$ cat src/rtl/jtframe_ba_arb.sv
// Four-slot arbiter onto one SDRAM bank port: round-robin (or slot-0 priority),
// with a registered request/ack/rdy handshake and a sticky watchdog error flag.
module jtframe_ba_arb #(
    parameter int AW     = 22,
    parameter int FIXED0 = 0,
    parameter int TOUT   = 255
)(
    input  logic          clk,
    input  logic          rst,

    input  logic [AW-1:0] slot0_addr,
    input  logic [AW-1:0] slot1_addr,
    input  logic [AW-1:0] slot2_addr,
    input  logic [AW-1:0] slot3_addr,
    input  logic          slot0_rd,
    input  logic          slot1_rd,
    input  logic          slot2_rd,
    input  logic          slot3_rd,
    input  logic          slot0_wr,
    input  logic [15:0]   slot0_din,
    input  logic [1:0]    slot0_din_m,

    output logic          slot0_ok,
    output logic          slot1_ok,
    output logic          slot2_ok,
    output logic          slot3_ok,
    output logic [31:0]   slot_dout,

    output logic [AW-1:0] ba_addr,
    output logic          ba_rd,
    output logic          ba_wr,
    output logic [15:0]   ba_din,
    output logic [1:0]    ba_din_m,
    input  logic          ba_ack,
    input  logic          ba_rdy,
    input  logic [31:0]   ba_dout,

    output logic          err,
    output logic [1:0]    dbg_state
);

    // Bank handshake: ba_rd/ba_wr and their payload stay stable from grant until
    // ba_ack; ba_rdy then marks data valid (reads) or completion (writes).
    typedef enum logic [1:0] {
        IDLE = 2'd0,
        REQ  = 2'd1,
        WAIT = 2'd2
    } state_t;

    state_t        state, nxt_state;
    logic [1:0]    cur, nxt_cur;
    logic [1:0]    last, nxt_last;
    logic          cur_wr, nxt_cur_wr;
    logic [3:0]    ok, nxt_ok;
    logic [9:0]    wdog, nxt_wdog;
    logic [AW-1:0] nxt_ba_addr;
    logic          nxt_ba_rd, nxt_ba_wr;
    logic [15:0]   nxt_ba_din;
    logic [1:0]    nxt_ba_din_m;
    logic [31:0]   nxt_slot_dout;
    logic          nxt_err;

    logic [AW-1:0] slot_addr [4];
    logic [3:0]    req, pend;
    logic          win_vld;
    logic [1:0]    win, cand;
    logic          tout_hit;

    assign slot_addr[0] = slot0_addr;
    assign slot_addr[1] = slot1_addr;
    assign slot_addr[2] = slot2_addr;
    assign slot_addr[3] = slot3_addr;

    // A slot whose ok is high this cycle has just been served and must not re-enter.
    assign req  = {slot3_rd, slot2_rd, slot1_rd, slot0_rd | slot0_wr};
    assign pend = req & ~ok;

    assign tout_hit = (wdog == 10'(TOUT - 1));

    assign slot0_ok  = ok[0];
    assign slot1_ok  = ok[1];
    assign slot2_ok  = ok[2];
    assign slot3_ok  = ok[3];
    assign dbg_state = state;

    // Scan from farthest to nearest so the slot right after 'last' wins.
    always_comb begin
        win_vld = 1'b0;
        win     = last;
        cand    = last;
        for (int k = 4; k >= 1; k--) begin
            cand = last + 2'(k);
            if (pend[cand]) begin
                win_vld = 1'b1;
                win     = cand;
            end
        end
        if (FIXED0 != 0 && pend[0]) begin
            win_vld = 1'b1;
            win     = 2'd0;
        end
    end

    always_comb begin
        nxt_state     = state;
        nxt_cur       = cur;
        nxt_last      = last;
        nxt_cur_wr    = cur_wr;
        nxt_ok        = 4'd0;
        nxt_wdog      = wdog;
        nxt_ba_addr   = ba_addr;
        nxt_ba_rd     = ba_rd;
        nxt_ba_wr     = ba_wr;
        nxt_ba_din    = ba_din;
        nxt_ba_din_m  = ba_din_m;
        nxt_slot_dout = slot_dout;
        nxt_err       = err;

        case (state)
            IDLE: begin
                if (win_vld) begin
                    nxt_state = REQ;
                    nxt_cur   = win;
                    nxt_last  = win;
                    nxt_wdog  = 10'd0;
                    if (win == 2'd0 && slot0_wr) begin
                        nxt_ba_wr    = 1'b1;
                        nxt_ba_addr  = slot0_addr;
                        nxt_ba_din   = slot0_din;
                        nxt_ba_din_m = slot0_din_m;
                        nxt_cur_wr   = 1'b1;
                    end else begin
                        // Reads are 32-bit bursts of two words, always even-aligned.
                        nxt_ba_rd    = 1'b1;
                        nxt_ba_addr  = slot_addr[win] & ~AW'(1);
                        nxt_ba_din_m = 2'b11;
                        nxt_cur_wr   = 1'b0;
                    end
                end
            end
            REQ: begin
                nxt_wdog = wdog + 10'd1;
                if (ba_ack && ba_rdy) begin
                    nxt_ba_rd   = 1'b0;
                    nxt_ba_wr   = 1'b0;
                    nxt_ok[cur] = 1'b1;
                    nxt_state   = IDLE;
                    if (!cur_wr) nxt_slot_dout = ba_dout;
                end else if (tout_hit) begin
                    nxt_ba_rd = 1'b0;
                    nxt_ba_wr = 1'b0;
                    nxt_err   = 1'b1;
                    nxt_state = IDLE;
                end else if (ba_ack) begin
                    nxt_ba_rd = 1'b0;
                    nxt_ba_wr = 1'b0;
                    nxt_state = WAIT;
                end
            end
            WAIT: begin
                nxt_wdog = wdog + 10'd1;
                if (ba_rdy) begin
                    nxt_ok[cur] = 1'b1;
                    nxt_state   = IDLE;
                    if (!cur_wr) nxt_slot_dout = ba_dout;
                end else if (tout_hit) begin
                    // Abandoned without ok; the client's held request is arbitrated again.
                    nxt_err   = 1'b1;
                    nxt_state = IDLE;
                end
            end
            default: nxt_state = IDLE;
        endcase
    end

    always_ff @(posedge clk) begin
        if (rst) begin
            state     <= IDLE;
            cur       <= 2'd0;
            last      <= 2'd3;
            cur_wr    <= 1'b0;
            ok        <= 4'd0;
            wdog      <= 10'd0;
            ba_addr   <= '0;
            ba_rd     <= 1'b0;
            ba_wr     <= 1'b0;
            ba_din    <= 16'd0;
            ba_din_m  <= 2'b11;
            slot_dout <= 32'd0;
            err       <= 1'b0;
        end else begin
            state     <= nxt_state;
            cur       <= nxt_cur;
            last      <= nxt_last;
            cur_wr    <= nxt_cur_wr;
            ok        <= nxt_ok;
            wdog      <= nxt_wdog;
            ba_addr   <= nxt_ba_addr;
            ba_rd     <= nxt_ba_rd;
            ba_wr     <= nxt_ba_wr;
            ba_din    <= nxt_ba_din;
            ba_din_m  <= nxt_ba_din_m;
            slot_dout <= nxt_slot_dout;
            err       <= nxt_err;
        end
    end

endmodule

$ cat config.mk
export PLATFORM = sky130hd
export DESIGN_NAME = jtframe_ba_arb
export DESIGN_NICKNAME = d
export VERILOG_FILES = /design/src/rtl/jtframe_ba_arb.sv
export SDC_FILE = /design/constraint.sdc
export NUM_CORES = 1
export LEC_CHECK = 0
export ABC_AREA = 1
export BUFFER_PORTS_ARGS = -buffer_cell sky130_fd_sc_hd__buf_2
export CAP_MARGIN = 5
export CORE_MARGIN = 4
export CORE_UTILIZATION = 42
export CTS_CLUSTER_DIAMETER = 60
export DETAILED_ROUTE_END_ITERATION = 16
export GPL_TIMING_DRIVEN = 0
export HOLD_SLACK_MARGIN = 0.12
export PLACE_DENSITY = 0.83
export SYNTH_ARGS = -nofsm -noshare
export SYNTH_HDL_FRONTEND = slang
export SYNTH_SLANG_ARGS = --single-unit
$ cat constraint.sdc
create_clock -name clk -period 2.1 [get_ports clk]
set_clock_uncertainty 0.2 [all_clocks]
set_input_delay 0.63 -clock clk [delete_from_list [all_inputs] [get_ports clk]]
set_output_delay 0.63 -clock clk [all_outputs]
set_load 0.03 [all_outputs]
Word-level counts from Yosys, hierarchy flattened. Index checks and enable logic that the tools add are counted.

Flip-flop bits (word level): 96. Bits of input ports: 147.

Add/sub/neg operators: 4. $lt $le $gt $ge: 7. Equal/unequal tests: 12. Mux-type cells: 52. Bitwise operators: 4. Reduce and logical (&&, ||, !) cells: 17.

Operator list (count): 32-bit two-way mux (3); 22-bit two-way mux (3); 32-bit case mux with 2 select lines (1); 22-bit binary-select mux with 2-bit select (1); 1-bit two-way mux (20); 2-bit two-way mux (10); 10-bit case mux with 2 select lines (1); 2-bit by 3-bit < comparator with 1-bit output (second input constant) (5); 2-bit != test (second input constant) (7); 3-bit AND reduction (4); 10-bit by 1-bit adder with 10-bit output (second input constant) (1); 10-bit by 8-bit equality test with 1-bit output (second input constant) (1); 10-bit two-way mux (1); 1-bit binary-select mux with 2-bit select (4); 4-bit two-way mux (2); 4-bit case mux with 2 select lines (1); 4-bit AND reduction (2); 1-bit case mux with 2 select lines (3); 2-bit case mux with 3 select lines (1); 2-bit nonzero test (3); 2-bit adder (second input constant) (2); 4-bit AND (1); 2-bit zero test (2); 4-bit != test (second input constant) (1); 13 further kinds (16).

Logic depth before layout (Yosys ltp).
Word-level depth: 12. Gate-level depth with buffers: 16.

Least setup slack after synthesis. No wires, ideal clock.

Path kind: input-to-reg. Start point: in slot0_wr. End point: reg ba_din[10]. Arrival: 1807 ps. Slack: -20 ps. Stages: 13. Path through: o21ai_1 > nand2_1 > nand3_1 > nand2_1 > o21ai_2 > nand2_1 > nand2_2 > nand3_2 > inv_2 > nand2_4 > buf_2 > nor2_1 > nor2_1.

Word-level cells in the longest chain between the ends: 10.

RTL lines: start, declared (line 19) `input logic slot0_wr,`; 1-bit bitwise OR (line 75) `assign req = {slot3_rd, slot2_rd, slot1_rd, slot0_rd | slot0_wr};`; 4-bit AND (line 76) `assign pend = req & ~ok;`; 1-bit binary-select mux with 2-bit select (line 93) `if (pend[cand]) begin`; 1-bit two-way mux (implied by the code) (line 93); 2-bit two-way mux (3 in a row) (line 93); 2-bit zero test (line 126) `if (win == 2'd0 && slot0_wr) begin`; 1-bit logical AND (line 126); 3-bit AND reduction (no source line) *; end signal, assigned (line 201) `ba_din <= nxt_ba_din;`; end, declared (line 32) `output logic [15:0] ba_din,`.

Every way passes the cells marked *; elsewhere a longest branch is shown, timed or not. The select of a mux whose other input is x is not followed. A chain may end at the register's enable or synchronous reset.

Worst setup path after layout.
Start point: reg last[0]. End point: reg last[0].

Word-level cells in the longest chain between the ends: 7.

RTL lines: start, declared (line 52) `logic [1:0] last, nxt_last;`; start signal, assigned (line 194) `last <= nxt_last;`; 2-bit adder or 1-bit binary-select mux with 2-bit select (tied branches) (line 92, 93); 1-bit binary-select mux with 2-bit select or 1-bit two-way mux (tied branches) (line 93); 1-bit two-way mux (implied by the code) (line 93); 1-bit two-way mux (3 in a row) (line 93); 2-bit AND reduction (no source line).

Parallel ways exist; a longest one is shown, timed or not. The select of a mux whose other input is x is not followed.

==> results.toml <==
[synthesis]
synth.distinct_cells = 30
syn_area_um2 = 4580
yosys.area_share.simple_pct = 29.7
syn_nets = 836
yosys_register_bits = 96
yosysWarnings = 0
synth_ff_type = "dfxtp_1"
synth_top_family_by_area = "simple AND/OR/NAND/NOR gates"
synth_mux_area_share_pct = 0
synth-xor-area-share_pct = 0.382
synthAdderAreaFrac_pct = 1.37
seq_area_frac_synth_pct = 41.9
postSynthAreaPerCell_um2 = 6.70
async_reset_ff_share_pct = 0
synth_compound_area_share_pct = 14.3
synth_edf_count = 0
synth_cells = 684

[cells_and_area]
fill_cells = 991
areaGrowthSynthToFinish_pct = 38.9
final_area_um2 = 6370
layout.nets = 1082
final_layout_size_suffix_gt1_share_pct = 34.0
num_antenna_cells = 0

[global_route]
met2_usage_pct = 37.8
met1_usage_pct = 25.2
grt_pass1_vias = 4857
gr-usage-met3_pct = 9.00
grt_busiest_layer = "met2"
grt_max_degree = 20
grt_pass1_wl_mm = 23.0
grt_overflow = 0
antenna_found_initial = 0
grt_usage_pct = 21.9

[power_and_ir_drop]
power_density_nw_per_um2 = 1670
p_leak_uw = 0.00338
ir_drop_mv = 1.18
power.total_uw = 10600

[floorplan]
dieHeight_um = 112
coreArea_um2 = 10500
dieArea_um2 = 12600
ios = 228
start_util_pct = 43.8
die_width_um = 112
rows = 37

[clock_network]
cts.sinks = 96
insertion_delay_ns = 0.37
clk_pin_slew_ns = 0.11
htreeDepth = 3
numCtsBuffers = 9
cts-root-buf = "clkbuf_8"
cts_tree = "yes"
clockBufferDepth = 2

[timing]
rsz0062_at_grt = "true"
max-slew-margin-rel_pct = 69.9
tightest_slew_ns = 0.452
setup_violations = 0
timing.final.crit_period_ns = 2.05
setup_ws_ns = 0.0458
setup_tns_ns = 0
fmax_ghz = 0.487
post-route-period-util_pct = 97.8
finalHoldViolCount = 0
drv_slew = 0

[place]
gp_congestion = 0.903
placed_cell_area_um2 = 5880
place_ws_ns = -0.514
io_buffers = 224
hpwl_mm = 11.1

[drt]
wl_per_cell_um = 13.5
vias_per_cell = 4.77
drt-initial-drc-count = 291
vias = 5107
drt-total-wl_mm = 14.4
ant_nets = 0
firstDrtPassIters = 5
drc = 0

[min_path]
hp-class = "flip-flop to flip-flop"

[worst_setup_path]
worstSetupStartpointType = "flip-flop"
cp.arrival_ns = 2.12
worst_setup_path_end_kind = "flip-flop"
setup.worst_path.class = "flip-flop to flip-flop"
cp_max_fo = 6
required_ns = 2.16

[flow_run]
maxCapViolCount = 0

[run_status]
outcome = "finished, final reports clean"
[registers in the layout, indices dropped and copies added (netlist names)]
signal / flops
slot_dout: 32
ba_addr: 22
ba_din: 16
wdog: 10
ok: 4
ba_din_m: 2
cur: 2
dbg_state: 2
last: 2
ba_rd: 1
ba_wr: 1
cur_wr: 1
err: 1
[layout by cell type (no fill, tap or decap), drive strengths merged]
master    Yosys  final
dfxtp        96     96
o2111ai       1      1
inv         107    110
clkbuf       15     26
xor2          2      2
nand2       191    191
nand3b        1      1
o21bai        1      1
buf          17    250
o22ai         4      4
clkinv        0      2
a31oi         2      2
clkinvlp      0      2
a21oi        41     41
o21a          1      1
nor2         59     59
ha            5      5
nand4         6      6
nor3          7      7
nand3        62     62
o211ai       20     20
a22oi         1      1
o21ai        45     45
[metal layers]
metal	part of all wire, %	vias to the layer above
met2	49	192
met3	9.9	24
met5	0	-
li1	-	2652
met4	1.9	0
met1	39	2239
[synth_stat cells, types with 3 or more instances]
cell type,n,share of area [%]
a21oi_1,41,4.5
buf_2,12,1.3
buf_4,3,0.49
clkbuf_1,15,1.2
dfxtp_1,96,42
ha_1,5,1.4
inv_1,102,8.4
inv_2,5,0.41
nand2_1,185,15
nand2_2,5,0.68
nand3_1,60,6.6
nand4_1,6,0.82
nor2_1,58,4.8
nor3_1,7,0.76
o211ai_1,20,3.3
o21ai_0,42,4.6
o22ai_1,4,0.55
[metrics by stage]
stage	hold slack, ns	instances	util (%)
2_1_floorplan	0.235	684	-
3_3_place_gp	0.228	1044	56.2
3_5_place_dp	0.230	1044	56.2
4_1_cts	0.249	1061	58.7
5_1_grt	0.263	1071	60.8
6_report	0.248	1071	60.8
[power by group]
group	switching (uW)	internal [uW]	leakage (uW)
Combinational	4380	2240	0.00250
Clock	750	468	0.0000942
Sequential	328	2480	0.000788
Total	5460	5190	0.00338
[final cells by class]
class / instances / area, um2 / area share [%]
multi-input cells: 449 / 2220 / 34.9
flip-flops and latches: 96 / 1930 / 30.3
repair buffers: 235 / 1220 / 19.1
inverters: 107 / 412 / 6.47
plain buffers: 32 / 220 / 3.46
well taps: 136 / 170 / 2.67
clock buffers: 9 / 124 / 1.95
clock inverters: 7 / 73.8 / 1.16
[kinds of logic (layout without fill, tap and decap cells)]
group                      count (synthesis)  count (layout)
AOI/OAI and AO/OA                        116             116
buffers and inverters                    139             390
and+or+nand+nor                          326             326
DFF                                       96              96
adders and majority gates                  5               5
xor gates and xnor gates                   2               2
[worst paths after layout]
kind	slack [ns]	depth (start not counted)	endpoint	from
hold / removal	0.25	2	slot_dout[0]	slot_dout[0]
setup / recovery	0.05	11	last[0]	last[0]
hold reg to reg	0.25	2	slot_dout[0]	slot_dout[0]
setup reg to reg	0.05	11	last[0]	last[0]
[worst max-delay path, stage by stage (launching register included)]
cell	delay, ns
dfxtp_4	0.37
buf_6	0.13
nand3_2	0.07
nand2_2	0.07
nor2_2	0.14
nand3_1	0.11
nand2_2	0.16
inv_2	0.11
nor2_4	0.26
inv_2	0.13
o22ai_1	0.16
inv_1	0.05
[repair_timing]
| action | 4_1_cts | 5_1_grt |
|---|---|---|
| gates cloned | 0 | 2 |
| pin swaps | 2 | 12 |
| buffers inserted | 1 | 8 |
| endpoints found under the setup margin | 51 | 78 |
| gates resized for setup | 18 | 54 |
| hold buffers | 0 | 0 |
No activity file was read; power rests on OpenSTA's default activity.
